`src/rtl/i2c_pkg.sv`:
```
// Shared definitions for the I2C target: FSM state encoding and bus constants.
package i2c_pkg;

    typedef enum logic [2:0] {
        ST_IDLE,
        ST_ADDR,
        ST_ACK_ADDR,
        ST_RX_BYTE,
        ST_ACK_RX,
        ST_TX_BYTE,
        ST_ACK_TX,
        ST_WAIT_STOP
    } state_t;

    localparam logic [6:0] GCALL_ADDR = 7'h00;
    localparam logic       ACK        = 1'b0;
    localparam logic       NACK       = 1'b1;

endpackage

```
`src/rtl/i2c_bus_sync.sv`:
```
// SCL/SDA synchronizer with one extra register stage for edge, START and STOP detection.
module i2c_bus_sync #(
    parameter int unsigned SYNC_STAGES = 2
) (
    input  logic clk,
    input  logic rst,
    input  logic scl_in,
    input  logic sda_in,
    output logic scl_rise,
    output logic scl_fall,
    output logic start_det,
    output logic stop_det,
    output logic sda_s
);

    logic [SYNC_STAGES-1:0] scl_sh;
    logic [SYNC_STAGES-1:0] sda_sh;
    logic                   scl_d;
    logic                   sda_d;
    logic                   scl_s;

    // Idle bus level is high, so every stage resets to 1 to avoid a phantom edge.
    always_ff @(posedge clk or posedge rst) begin
        if (rst) begin
            scl_sh <= '1;
            sda_sh <= '1;
            scl_d  <= 1'b1;
            sda_d  <= 1'b1;
        end else begin
            scl_sh <= {scl_sh[SYNC_STAGES-2:0], scl_in};
            sda_sh <= {sda_sh[SYNC_STAGES-2:0], sda_in};
            scl_d  <= scl_s;
            sda_d  <= sda_s;
        end
    end

    assign scl_s     = scl_sh[SYNC_STAGES-1];
    assign sda_s     = sda_sh[SYNC_STAGES-1];
    assign scl_rise  = scl_s & ~scl_d;
    assign scl_fall  = ~scl_s & scl_d;
    assign start_det = scl_s & scl_d & sda_d & ~sda_s;
    assign stop_det  = scl_s & scl_d & ~sda_d & sda_s;

endmodule

```
`src/rtl/i2c_target.sv`:
```
// I2C target with fixed 7-bit address, 1/2-byte write capture and 1/2-byte read return.
// Optional general-call support (and the gcall port) with I2C_TARGET_GCALL_EN.
module i2c_target
    import i2c_pkg::*;
#(
    parameter logic [6:0]  ADDR        = 7'h42,
    parameter int unsigned SYNC_STAGES = 2
) (
    input  logic        clk,
    input  logic        rst,
    input  logic        scl_in,
    input  logic        sda_in,
    output logic        sda_out,
    input  logic [15:0] tx_data,
    input  logic        tx_two_bytes,
    output logic [15:0] rx_data,
    output logic        rx_two_bytes,
    output logic        rx_valid,
    output logic        busy,
    output logic        addressed
`ifdef I2C_TARGET_GCALL_EN
    ,
    output logic        gcall
`endif
);

    logic scl_rise, scl_fall, start_det, stop_det, sda_s;

    i2c_bus_sync #(.SYNC_STAGES(SYNC_STAGES)) u_sync (
        .clk       (clk),
        .rst       (rst),
        .scl_in    (scl_in),
        .sda_in    (sda_in),
        .scl_rise  (scl_rise),
        .scl_fall  (scl_fall),
        .start_det (start_det),
        .stop_det  (stop_det),
        .sda_s     (sda_s)
    );

    state_t      state, state_n;
    logic [2:0]  bit_cnt, bit_cnt_n;
    logic        byte_done, byte_done_n;
    logic [7:0]  shreg, shreg_n;
    logic        rw, rw_n;
    logic [15:0] tx_hold, tx_hold_n;
    logic        tx_more, tx_more_n;
    logic [7:0]  txb, txb_n;
    logic [1:0]  rx_cnt, rx_cnt_n;
    logic        sda_q, sda_n;
    logic [15:0] rx_data_n;
    logic        rx_two_n, rx_valid_n, busy_n, addressed_n;
    logic        is_gcall, addr_match;
    logic [7:0]  tx_first;

`ifdef I2C_TARGET_GCALL_EN
    logic gcall_q, gcall_n;
    assign is_gcall = (shreg[7:1] == GCALL_ADDR) && (shreg[0] == 1'b0);
    assign gcall    = gcall_q;
`else
    assign is_gcall = 1'b0;
`endif

    assign addr_match = (shreg[7:1] == ADDR) || is_gcall;
    // tx_more set means the low byte is still pending, so the high byte goes first.
    assign tx_first   = tx_more ? tx_hold[15:8] : tx_hold[7:0];
    // Bus conditions release SDA combinationally, ahead of the registered update.
    assign sda_out    = sda_q | start_det | stop_det;

    always_ff @(posedge clk or posedge rst) begin
        if (rst) begin
            state        <= ST_IDLE;
            bit_cnt      <= 3'd7;
            byte_done    <= 1'b0;
            shreg        <= '0;
            rw           <= 1'b0;
            tx_hold      <= '0;
            tx_more      <= 1'b0;
            txb          <= '1;
            rx_cnt       <= '0;
            sda_q        <= 1'b1;
            rx_data      <= '0;
            rx_two_bytes <= 1'b0;
            rx_valid     <= 1'b0;
            busy         <= 1'b0;
            addressed    <= 1'b0;
`ifdef I2C_TARGET_GCALL_EN
            gcall_q      <= 1'b0;
`endif
        end else begin
            state        <= state_n;
            bit_cnt      <= bit_cnt_n;
            byte_done    <= byte_done_n;
            shreg        <= shreg_n;
            rw           <= rw_n;
            tx_hold      <= tx_hold_n;
            tx_more      <= tx_more_n;
            txb          <= txb_n;
            rx_cnt       <= rx_cnt_n;
            sda_q        <= sda_n;
            rx_data      <= rx_data_n;
            rx_two_bytes <= rx_two_n;
            rx_valid     <= rx_valid_n;
            busy         <= busy_n;
            addressed    <= addressed_n;
`ifdef I2C_TARGET_GCALL_EN
            gcall_q      <= gcall_n;
`endif
        end
    end

    always_comb begin
        state_n     = state;
        bit_cnt_n   = bit_cnt;
        byte_done_n = byte_done;
        shreg_n     = shreg;
        rw_n        = rw;
        tx_hold_n   = tx_hold;
        tx_more_n   = tx_more;
        txb_n       = txb;
        rx_cnt_n    = rx_cnt;
        sda_n       = sda_q;
        rx_data_n   = rx_data;
        rx_two_n    = rx_two_bytes;
        rx_valid_n  = 1'b0;
        busy_n      = busy;
        addressed_n = addressed;
`ifdef I2C_TARGET_GCALL_EN
        gcall_n     = gcall_q;
`endif

        if (start_det || stop_det) begin
            if (rx_cnt != 2'd0) begin
                rx_valid_n = 1'b1;
                rx_two_n   = (rx_cnt == 2'd2);
            end
            rx_cnt_n    = '0;
            sda_n       = NACK;
            addressed_n = 1'b0;
            bit_cnt_n   = 3'd7;
            byte_done_n = 1'b0;
`ifdef I2C_TARGET_GCALL_EN
            gcall_n     = 1'b0;
`endif
            if (start_det) begin
                state_n = ST_ADDR;
                busy_n  = 1'b1;
            end else begin
                state_n = ST_IDLE;
                busy_n  = 1'b0;
            end
        end else begin
            case (state)
                ST_ADDR, ST_RX_BYTE: begin
                    if (scl_rise && !byte_done) begin
                        shreg_n = {shreg[6:0], sda_s};
                        if (bit_cnt == 3'd0) byte_done_n = 1'b1;
                        else                 bit_cnt_n   = bit_cnt - 3'd1;
                    end else if (scl_fall && byte_done) begin
                        byte_done_n = 1'b0;
                        bit_cnt_n   = 3'd7;
                        if (state == ST_ADDR) begin
                            if (addr_match) begin
                                state_n     = ST_ACK_ADDR;
                                sda_n       = ACK;
                                addressed_n = 1'b1;
                                rw_n        = shreg[0];
                                tx_hold_n   = tx_data;
                                tx_more_n   = tx_two_bytes;
`ifdef I2C_TARGET_GCALL_EN
                                gcall_n     = is_gcall;
`endif
                            end else begin
                                state_n = ST_WAIT_STOP;
                                sda_n   = NACK;
                            end
                        end else if (rx_cnt != 2'd2) begin
                            state_n   = ST_ACK_RX;
                            sda_n     = ACK;
                            rx_data_n = {rx_data[7:0], shreg};
                            rx_cnt_n  = rx_cnt + 2'd1;
                        end else begin
                            state_n = ST_WAIT_STOP;
                            sda_n   = NACK;
                        end
                    end
                end
                ST_ACK_ADDR: begin
                    if (scl_fall) begin
                        if (rw) begin
                            state_n = ST_TX_BYTE;
                            txb_n   = tx_first;
                            sda_n   = tx_first[7];
                        end else begin
                            state_n = ST_RX_BYTE;
                            sda_n   = NACK;
                        end
                    end
                end
                ST_ACK_RX: begin
                    if (scl_fall) begin
                        state_n = ST_RX_BYTE;
                        sda_n   = NACK;
                    end
                end
                ST_TX_BYTE: begin
                    if (scl_rise && !byte_done) begin
                        if (bit_cnt == 3'd0) byte_done_n = 1'b1;
                        else                 bit_cnt_n   = bit_cnt - 3'd1;
                    end else if (scl_fall) begin
                        if (byte_done) begin
                            state_n     = ST_ACK_TX;
                            sda_n       = NACK;
                            byte_done_n = 1'b0;
                        end else begin
                            sda_n = txb[bit_cnt];
                        end
                    end
                end
                ST_ACK_TX: begin
                    if (scl_rise && !byte_done) begin
                        shreg_n     = {shreg[6:0], sda_s};
                        byte_done_n = 1'b1;
                    end else if (scl_fall && byte_done) begin
                        byte_done_n = 1'b0;
                        bit_cnt_n   = 3'd7;
                        if (shreg[0] == ACK) begin
                            state_n = ST_TX_BYTE;
                            if (tx_more) begin
                                txb_n     = tx_hold[7:0];
                                tx_more_n = 1'b0;
                                sda_n     = tx_hold[7];
                            end else begin
                                txb_n = 8'hFF;
                                sda_n = NACK;
                            end
                        end else begin
                            state_n = ST_WAIT_STOP;
                            sda_n   = NACK;
                        end
                    end
                end
                default: ;
            endcase
        end
    end

endmodule

```
`config.mk`:
```
export PLATFORM = sky130hd
export DESIGN_NAME = i2c_target
export DESIGN_NICKNAME = d
export VERILOG_FILES = /design/src/rtl/i2c_pkg.sv /design/src/rtl/i2c_bus_sync.sv /design/src/rtl/i2c_target.sv
export SDC_FILE = /design/constraint.sdc
export NUM_CORES = 1
export LEC_CHECK = 0
export ABC_AREA = 1
export CAP_MARGIN = 10
export CORE_ASPECT_RATIO = 1.75
export CORE_MARGIN = 1.5
export CORE_UTILIZATION = 50
export CTS_CLUSTER_DIAMETER = 200
export DETAILED_ROUTE_END_ITERATION = 7
export GPL_TIMING_DRIVEN = 0
export MAX_ROUTING_LAYER = met4
export PLACE_DENSITY = 0.84
export SYNTH_ARGS = -nofsm -noshare
export SYNTH_HDL_FRONTEND = slang
export SYNTH_SLANG_ARGS = --single-unit
```
`constraint.sdc`:
```
create_clock -name clk -period 2 [get_ports clk]
set_clock_uncertainty 0.2 [all_clocks]
set_input_delay 0.2 -clock clk [delete_from_list [all_inputs] [get_ports clk]]
set_output_delay 0.2 -clock clk [all_outputs]
set_load 0.005 [all_outputs]
```
==> impl_metrics.ini, run 1 <==
[outcome]
status = finished, violations left
violations = negative setup slack

[clock_network]
cts_buffers = 9
clk_pin_slew_ns = 0.06
cts_hold_buffers = 0
cts_sinks = 70
clk-insertion-delay-late_ns = 0.35
cts-root-buf = clkbuf_16
cts_tree = yes
cts_max_level = 3
clk_path_buf_depth = 2

[global_route]
antenna_found_initial = 0
grtUsageTotal = 0.2681
grt_pass1_wl_microns = 14680
overflow = 0
grt_max_degree = 38
grt_pass1_vias = 3370

[timing]
relSlewSlack = 0.5186
hold_viol = 0
final.setup.tns_ns = -0.02738
max_freq_mhz = 493.2
min_period_over_period = 1.014
rsz0062_at_grt = true
finalCriticalPeriod_ns = 2.027
worstMarginPinSlew_ns = 0.7206
finalSetupViolCount = 1
fin_ws_ns = -0.02738
final_max_slew_viol_count = 0

[floorplanning]
row_count = 40
dieArea_sq_mm = 0.007644
die_height_microns = 114.5
die_x_microns = 66.74
floorplan.initialDensity = 0.5184
core_sq_mm = 0.006857
io_pins = 42

[synthesis]
yosysWarnings = 0
async_flop_share = 1.000
syn_inst = 429
synth_seq_cells = 70
syn_avg_cell_area_sq_um = 8.286
synthFlopType = dfrtp_1
synth_fp_nets = 454
yosys-top-cells-area = dfrtp_1 (37%), nand2_1 (15%), dfstp_2 (13%)
syn_area_sq_mm = 0.003555
synth_top_area_share = 0.3661
seq_area_frac_synth = 0.4991
synth_edf_count = 0
yosys.area.top_type = dfrtp_1
synth_cell_types = 33

[pwr]
p_sw_w = 0.002263
power.internal_w = 0.003587
power_frac_seq = 0.345
power.leakage_nw = 2.260
swShare = 0.3869
vdd_drop_max_v = 0.0008021
powerDensity_mw_per_mm2 = 1256
finalPower_w = 0.005850
p_comb_frac = 0.377
pwr-share-clk = 0.278

[detailed_routing]
postRouteAntennaNets = 0
wl_microns = 9376
drc = 0
firstDrtPassIters = 7
wl_per_cell_microns = 15.84
via_per_inst = 5.574
num_vias = 3300
drt_iter0_markers = 237

[worst_setup_path]
critPathLaunchType = register
r2r_end = state[0]
rrSetupSlack_ns = 0
reg2reg_from = u_sync.sda_sh[1]
critPathArrivalTime_ns = 1.63
end_kind = primary output
criticalPathCategory = register to primary output
cp.required_ns = 1.60
crit_fanout = 3
r2r_cells = 11

[finish]
instances_no_fill = 592
finalNetCount = 528
layout-drive-gt1-share = 0.2402
area_growth_pct = 31.05
diodes = 0

[hold_path]
hold_start = scl_in
hold_path_end = u_sync.scl_sh[0]
hp-class = input port to register
hold_path_depth = 1

[placement]
dpl.cell_count = 555
port_buffers = 41
hpwlAfterDp_microns = 6124
place_congestion = 0.9742

[job]
maxCapViolCount = 0
## per-stage QoR
step	hold WS (ns)	setup WS (ns)	area (sq um)	utilization
CTS	0.06203	-0.03632	4487	0.6544
global placement	0.1465	-0.2364	4074	0.5942
floorplan	0.004478	0.03105	3558	-
detailed placement	0.1490	-0.3347	4094	0.5971
global route	0.07297	-0.08042	4658	0.6794
finish	0.06209	-0.02738	4658	0.6794
## worst max-delay path, stage by stage (launching register included)
cell and delay, ns:
dfstp_2 0.53, inv_1 0.06, nand4_1 0.15, nand2_2 0.13
or2_2 0.30, clkbuf_2 0.12
## logic make-up (layout without fill, tap and decap cells)
| logic type | Yosys count | after routing | synth area share |
|---|---|---|---|
| and+or+nand+nor | 222 | 222 | 0.2742 |
| DFF | 70 | 70 | 0.4991 |
| AOI/OAI and AO/OA | 62 | 62 | 0.1021 |
| buffers and inverters | 61 | 140 | 0.07321 |
| muxes | 9 | 9 | 0.03485 |
| adders and majority gates | 4 | 4 | 0.01408 |
| xor gates and xnor gates | 1 | 1 | 0.002464 |
## power groups by stage
stage | logic (W) | registers [W] | clock network, W
after floorplan | 0.00147 | 0.00195 | 0
after global placement | 0.00188 | 0.00199 | 0
after detailed placement | 0.00193 | 0.00200 | 0
after CTS | 0.00195 | 0.00200 | 0.00164
after global routing | 0.00247 | 0.00204 | 0.00169
final | 0.00221 | 0.00202 | 0.00163
## flip-flops by register name, indices dropped and copies added, names as in the netlist, 3 cells and up
register / flops
bit_cnt: 3
rx_data: 16
shreg: 8
state: 3
tx_hold: 16
txb: 8
## final cells by class
cell class / instances / area [sq um]
clock inverters: 7 / 78.83
fillers: 529 / 2198
well taps: 84 / 105.1
plain buffers: 8 / 61.31
multi-input cells: 298 / 1580
clock buffers: 9 / 225.2
flip-flops and latches: 70 / 1774
repair buffers: 64 / 626.9
inverters: 52 / 206.4
## routing by layer
layer	GRT usage	vias up	part of all wire
li1	-	1521	-
met1	0.2342	1561	0.34
met2	0.4693	165	0.55
met3	0.04621	53	0.043
met4	0.2354	0	0.066
met5	-	-	0
## layout by cell type, fill, tap and decap left out, types with 2 or more instances in the layout
cell	Yosys	routed
nand2_2	4	15
a21oi_4	2	2
nand3_1	42	38
nand2_4	2	2
nand4_1	2	2
inv_6	0	4
dfrtp_1	52	52
clkbuf_16	0	9
mux2_4	6	6
nor2_1	13	12
dfstp_2	18	18
buf_4	3	20
inv_2	6	8
clkinvlp_4	0	4
nor2_4	2	4
nand2_1	146	135
inv_1	45	41
or2_2	2	2
nand3_2	1	5
a22oi_1	7	7
clkdlybuf4s50_1	0	40
ha_1	4	4
buf_12	0	3
o211ai_1	3	3
mux2_2	3	3
o21ai_0	37	37
a21oi_1	6	6
o21ai_1	5	5
buf_6	2	5
nor2_2	6	5
## cells in the mapped netlist, types with 5 or more instances
master / n
nand2_1: 146
dfrtp_1: 52
inv_1: 45
nand3_1: 42
o21ai_0: 37
dfstp_2: 18
nor2_1: 13
a22oi_1: 7
a21oi_1: 6
inv_2: 6
mux2_4: 6
nor2_2: 6
o21ai_1: 5
## how the worst max path moves through the flow
| stage | startpoint | end |
|---|---|---|
| after floorplan | bit_cnt[0] | bit_cnt[2] |
| after global placement | bit_cnt[0] | bit_cnt[2] |
| after detailed placement | bit_cnt[0] | bit_cnt[2] |
| after CTS | u_sync.sda_sh[1] | sda_out |
| after global routing | u_sync.sda_sh[1] | state[0] |
| final | u_sync.sda_sh[1] | sda_out |
## what timing repair did
action	4_1_cts	5_1_grt
pin swaps	2	8
gates resized for setup	5	25
buffers inserted	10	13
endpoints found under the setup margin	9	37
(Power assumes the default switching activity.)
==> run 2, diff against run 1 <==
--- a/config.mk
+++ b/config.mk
@@ -13,8 +13,8 @@
 export CTS_CLUSTER_DIAMETER = 200
 export DETAILED_ROUTE_END_ITERATION = 7
 export GPL_TIMING_DRIVEN = 0
-export MAX_ROUTING_LAYER = met4
-export PLACE_DENSITY = 0.84
+export PLACE_DENSITY = 0.85
 export SYNTH_ARGS = -nofsm -noshare
 export SYNTH_HDL_FRONTEND = slang
+export SYNTH_HIERARCHICAL = 1
 export SYNTH_SLANG_ARGS = --single-unit
==> run 2 against run 1 <==
The flow still finishes with violations (negative setup slack). Setup slack got worse by 0.0024 ns. Clock power down 10%. Sequential power fell by 2%. Non-clock buffer count is 4 lower. Sequential cell count unchanged. Critical path depth is 5 higher. Critical endpoint is now tx_hold[12]. Largest cell class unchanged.
==> impl_metrics.ini, run 2 <==
[finish]
fin_util = 0.6976
multi_input_area_sq_mm = 0.001574
reg.largest.list = rx_data x16, tx_hold x16
diodes = 0
final_area_sq_mm = 0.004596
register_area_sq_mm = 0.001775
finalNetCount = 499
final_common_cell = nand2_1
layout-drive-gt1-share = 0.2860
num-fill-cells = 468
final_cell_mix = nand2_1 (94), dfrtp_1 (51), nor2_1 (42)
area_growth_pct = 33.37

[synthesis]
syn_area_sq_mm = 0.003446
synth_common_cells = nand2_1 (107), dfrtp_1 (52), nor2_1 (51), inv_1 (47), o21ai_0 (27)
synth_seq_cells = 70
syn_inst = 402
seq_area_frac_synth = 0.5149
yosysMostFrequentCell = nand2_1
yosys-top-cells-area = dfrtp_1 (38%), dfstp_2 (14%), nand2_1 (12%)
synth_edf_count = 0
yosys.area.top_type = dfrtp_1
synth_top_area_share = 0.3776
synth_cell_types = 32
synthFlopType = dfrtp_1
async_flop_share = 1.000
synth_fp_nets = 427
yosysWarnings = 6
syn_avg_cell_area_sq_um = 8.572

[global_route]
grt_pass1_vias = 3007
grt_pass1_wl_microns = 13480
overflow = 0
antenna_found_initial = 0
grtUsageTotal = 0.2410
grt_max_degree = 42

[worst_setup_path]
criticalPathCategory = register to register
end_kind = register
r2r_end = tx_hold[12]
crit_chain = inv_1 -> nand2_2 -> nor2_4 -> inv_2 -> nand2_4 -> nor2_1 -> nand4_1 -> buf_4 -> buf_6 -> mux2_2
critPathArrivalTime_ns = 2.04
critPathLaunchType = register
rrSetupSlack_ns = -0.03
slowest_delay_ns = 0.53
reg2reg_from = u_sync/sda_d
crit_start = u_sync/sda_d
r2r_cells = 10
crit_fanout = 6
cp.required_ns = 2.01
cp_slowest_cell = dfstp_2

[pwr]
power.leakage_nw = 2.192
vdd_drop_max_v = 0.0007234
powerDensity_mw_per_mm2 = 1202

[placement]
place_congestion = 0.8833
port_buffers = 41
hpwlAfterDp_microns = 5502
place_area_sq_mm = 0.003981

[timing]
rsz0062_at_grt = true
max_freq_mhz = 492.7
worstMarginPinSlew_ns = 0.5429
final_max_slew_viol_count = 0
relSlewSlack = 0.6375
min_period_over_period = 1.015
fin_ws_ns = -0.02978
hold_viol = 0
finalCriticalPeriod_ns = 2.030
finalSetupViolCount = 15

[clock_network]
cts_sinks = 70
cts_hold_buffers = 0
clk_path_buf_depth = 2
cts_buffers = 9
clk-insertion-delay-late_ns = 0.34
cts_max_level = 3
cts-root-buf = clkbuf_16
clk_pin_slew_ns = 0.06
cts_tree = yes

[detailed_routing]
met3_length_microns = 360
num_vias = 2986
postRouteAntennaNets = 0
routed-wl-met2_microns = 4723
wl_microns = 8538
via_per_inst = 5.323
routed.top_layer = met4
wl_met1_microns = 3128
firstDrtPassIters = 5
drt_iter0_markers = 192
wl_per_cell_microns = 15.22
drc = 0

[floorplanning]
row_count = 39
die_x_microns = 65.76
dieArea_sq_mm = 0.007418
core_sq_mm = 0.006588
die_height_microns = 112.8
io_pins = 42
floorplan.initialDensity = 0.5231

[job]
maxCapViolCount = 0

[hold_path]
hp-class = input port to asynchronous set/reset pin

[outcome]
violations = negative setup slack
status = finished, violations left
-- run 2: changes by cell type in the layout (fill, tap and decap cells not counted), sizes merged, moves of 3 or more --
cell	previous run	this run
nand3	44	18
a21oi	8	12
inv	54	51
nor2	21	53
o21ai	43	39
a22oi	7	1
mux2	9	23
nand2	152	113
buf	29	26
-- run 2: what timing repair did --
item,4_1_cts,5_1_grt
setup endpoints to repair,60,52
setup buffers,10,8
gates cloned,1,1
pin swaps,3,9
resized for setup,20,52
-- run 2: stage by stage --
stage	TNS (ns)	hold WS (ns)	total power, W	setup WS, ns	instances
final	-0.2032	0.05091	0.005524	-0.02978	561
after global routing	-1.924	0.06529	0.005903	-0.1085	561
after CTS	-0.4817	0.05733	0.005252	-0.07275	553
after detailed placement	-10.26	0.1479	0.003732	-0.2705	526
after global placement	-66.85	0.1489	0.003641	-1.013	525
after floorplan	0	-0.0009771	0.003225	0.02176	402
-- run 2: layout make-up --
type	instances	area share
clock inverters	5	0.007351
inverters	51	0.04411
multi-input cells	274	0.3425
repair buffers	62	0.1304
plain buffers	6	0.01416
well taps	82	0.02232
flip-flops and latches	70	0.3863
clock buffers	11	0.05282
-- run 2: cell families (layout without fill, tap and decap cells) --
| kind of cell | count (synthesis) | in the layout | synth area share |
|---|---|---|---|
| flops | 70 | 70 | 0.5149 |
| xor+xnor | 1 | 1 | 0.002542 |
| simple gates | 189 | 189 | 0.2277 |
| compound gates | 57 | 57 | 0.09223 |
| buf+inv | 58 | 135 | 0.07080 |
| fa+ha+maj | 4 | 4 | 0.01452 |
| mux | 23 | 23 | 0.07734 |
-- run 2: metal layers --
layer | global-route usage | vias to the layer above
li1 | - | 1432
met1 | 0.2636 | 1420
met5 | 0 | -
met3 | 0.04871 | 30
met2 | 0.4222 | 104
met4 | 0.1347 | 0
-- run 2: power by group --
group	total (W)	leakage, nW	switching, W	internal [W]
clock	0.00146	0.132	0.000593	0.000872
sequential	0.00197	0.860	0.000227	0.00174
combinational	0.00209	1.20	0.00133	0.000759
-- run 2: critical path: cells and delay by family (launching register included) --
family,cells,cell delay [ns]
flip-flops,1,0.53
AND/OR/NAND/NOR,5,0.46
buffers and inverters,4,0.45
multiplexers,1,0.27
-- run 2: worst max path at each step --
stage                  end  cells past startpoint
6_report       tx_hold[12]                     10
5_1_grt           state[1]                     12
4_1_cts            sda_out                      7
3_5_place_dp        txb[0]                     12
3_3_place_gp   tx_hold[11]                      2
2_1_floorplan    addressed                      1
==> run 3, diff against run 2 <==
--- a/config.mk
+++ b/config.mk
@@ -12,8 +12,9 @@
 export CORE_UTILIZATION = 50
 export CTS_CLUSTER_DIAMETER = 200
 export DETAILED_ROUTE_END_ITERATION = 7
+export DONT_BUFFER_PORTS = 1
 export GPL_TIMING_DRIVEN = 0
-export PLACE_DENSITY = 0.85
+export PLACE_DENSITY = 0.77
 export SYNTH_ARGS = -nofsm -noshare
 export SYNTH_HDL_FRONTEND = slang
 export SYNTH_HIERARCHICAL = 1
==> run 3 against run 2 <==
The run still ends with negative setup slack left. Global-route usage shrank 0.45 points. Power grew 4.4%. Wire length grew 8.9%. Clock-buffer cell count is the same. Core utilization grew 0.84 points. Fmax shrank 3.4%. Register-to-register slack lost 0.07 ns. Non-clock buffer count shrank 2. Critical path depth shrank 2. Sequential power is essentially flat.
==> impl_metrics.ini, run 3 (synthesized netlist as in run 2, its figures left out) <==
[pwr]
pwr-share-clk = 0.278
power.leakage_nw = 2.250
vdd_drop_max_v = 0.001348
p_comb_frac = 0.382
power.internal_w = 0.003518
swShare = 0.3898
finalPower_w = 0.005766
powerDensity_mw_per_mm2 = 1240
p_sw_w = 0.002247
power_frac_seq = 0.340

[clock_network]
cts_buffers = 9
clk_path_buf_depth = 2
cts_sinks = 70
clk_pin_slew_ns = 0.06
clk-insertion-delay-late_ns = 0.34
cts_tree = yes
cts_max_level = 3
cts-root-buf = clkbuf_16

[placement]
hpwlAfterDp_microns = 5094
place_congestion = 0.9159
post-place-ws_ns = -0.2929
port_buffers = 0

[floorplanning]
core_sq_mm = 0.006588
die_height_microns = 112.8
floorplan.initialDensity = 0.5231
io_pins = 42
row_count = 39
dieArea_sq_mm = 0.007418
die_x_microns = 65.76

[outcome]
status = finished, violations left
violations = negative setup slack

[global_route]
grt_pass1_vias = 3045
use_met3 = 0.04274
grt_pass1_wl_microns = 13420
antenna_found_initial = 0
grt_util_met1 = 0.2562
grtUsageTotal = 0.2365
grt_busiest_layer = met2
met2_usage = 0.4088
overflow = 0
grt_max_degree = 43

[detailed_routing]
via_per_inst = 5.488
wl_per_cell_microns = 16.60
firstDrtPassIters = 4
drc = 0
wl_microns = 9295
drt_iter0_markers = 253
num_vias = 3073
postRouteAntennaNets = 0

[finish]
area_growth_pct = 34.97
diodes = 0
final_common_cell = nand2_1
final_cell_mix = nand2_1 (96), dfrtp_1 (51), inv_1 (40)
fin_util = 0.7060
finalNetCount = 498
reg.largest.list = rx_data x16, tx_hold x16
layout-drive-gt1-share = 0.3452

[worst_setup_path]
crit_fanout = 8
cp.required_ns = 2.02
end_kind = register
timing.critical_path.mode_cell = nor2_2
slowest_delay_ns = 0.54
critPathArrivalTime_ns = 2.12
rrSetupSlack_ns = -0.10
critPathLaunchType = register
criticalPathCategory = register to register
cp_slowest_cell = dfstp_2
crit_chain = nand2_2 -> nor2_2 -> inv_2 -> nand2_4 -> nor2_2 -> nand4_1 -> buf_6 -> mux2_2

[timing]
max_freq_mhz = 476.2
finalSetupViolCount = 30
hold_viol = 0
min_period_over_period = 1.050
rsz0062_at_grt = true
finalCriticalPeriod_ns = 2.100
relSlewSlack = 0.6524
worstMarginPinSlew_ns = 0.5206
fin_ws_ns = -0.1002
final_max_slew_viol_count = 0

[hold_path]
hp-class = register to register

[job]
maxCapViolCount = 0
-- run 3: changes by cell type in the layout (fill, tap and decap cells not counted), sizes merged --
cell           before  now
clkbuf             13   12
inv                51   49
buf                26   45
clkinv              2    4
dlygate4sd3         0   20
bufinv              0    1
clkdlybuf4s50      40    0
-- run 3: repair_timing --
item / CTS / global route
hold endpoints to repair: 47 / 0
cloned: 1 / 4
pin swaps: 5 / 13
hold buffers: 20 / 0
resized for setup: 27 / 75
setup buffers: 10 / 24
endpoints found under the setup margin: 60 / 47
-- run 3: worst paths after layout --
check                                 start  cells after the start               end
setup / recovery           u_sync/scl_sh[1]                      8       tx_hold[13]
setup reg to reg           u_sync/scl_sh[1]                      8       tx_hold[13]
min in group asynchronous               rst                      2          rx_valid
max in group asynchronous               rst                      3            txb[2]
hold reg to reg            u_sync/scl_sh[0]                      0  u_sync/scl_sh[1]
hold / removal             u_sync/scl_sh[0]                      0  u_sync/scl_sh[1]
-- run 3: area by class of cell --
type | count | area (sq um)
well taps | 82 | 102.6
inverters | 51 | 212.7
plain buffers | 7 | 76.32
fillers | 457 | 1937
flip-flops and latches | 70 | 1775
repair buffers | 59 | 549.3
repair inverters | 1 | 8.758
clock inverters | 5 | 58.81
multi-input cells | 274 | 1624
clock buffers | 11 | 242.7
-- run 3: power by group through the flow --
stage / Clock, W / Sequential, W / Combinational, W
CTS: 0.00161 / 0.00195 / 0.00176
global placement: 0 / 0.00195 / 0.00157
floorplan: 0 / 0.00191 / 0.00132
finish: 0.00160 / 0.00196 / 0.00220
global route: 0.00166 / 0.00199 / 0.00246
detailed placement: 0 / 0.00196 / 0.00165
-- run 3: worst max-delay path, delay by kind of cell (launching register included) --
family | cells | cell delay, ns
and+or+nand+nor | 5 | 0.61
muxes | 1 | 0.35
buffers and inverters | 2 | 0.26
DFF | 1 | 0.54
-- run 3: metrics by stage --
| stage | setup TNS [ns] | hold WS, ns | std cells | instance area (sq um) |
|---|---|---|---|---|
| after floorplan | 0 | -0.0009771 | 402 | 3448 |
| after global placement | -40.81 | 0.004553 | 484 | 3551 |
| after detailed placement | -11.06 | -0.04862 | 485 | 3571 |
| after CTS | -0.7808 | 0.1549 | 532 | 4229 |
| after global routing | -4.547 | 0.1586 | 560 | 4651 |
| final | -1.448 | 0.1544 | 560 | 4651 |
-- run 3: layer usage --
metal,vias up,part of all wire
met1,1501,0.37
li1,1416,-
met2,119,0.54
met3,37,0.044
met5,-,0
met4,0,0.042
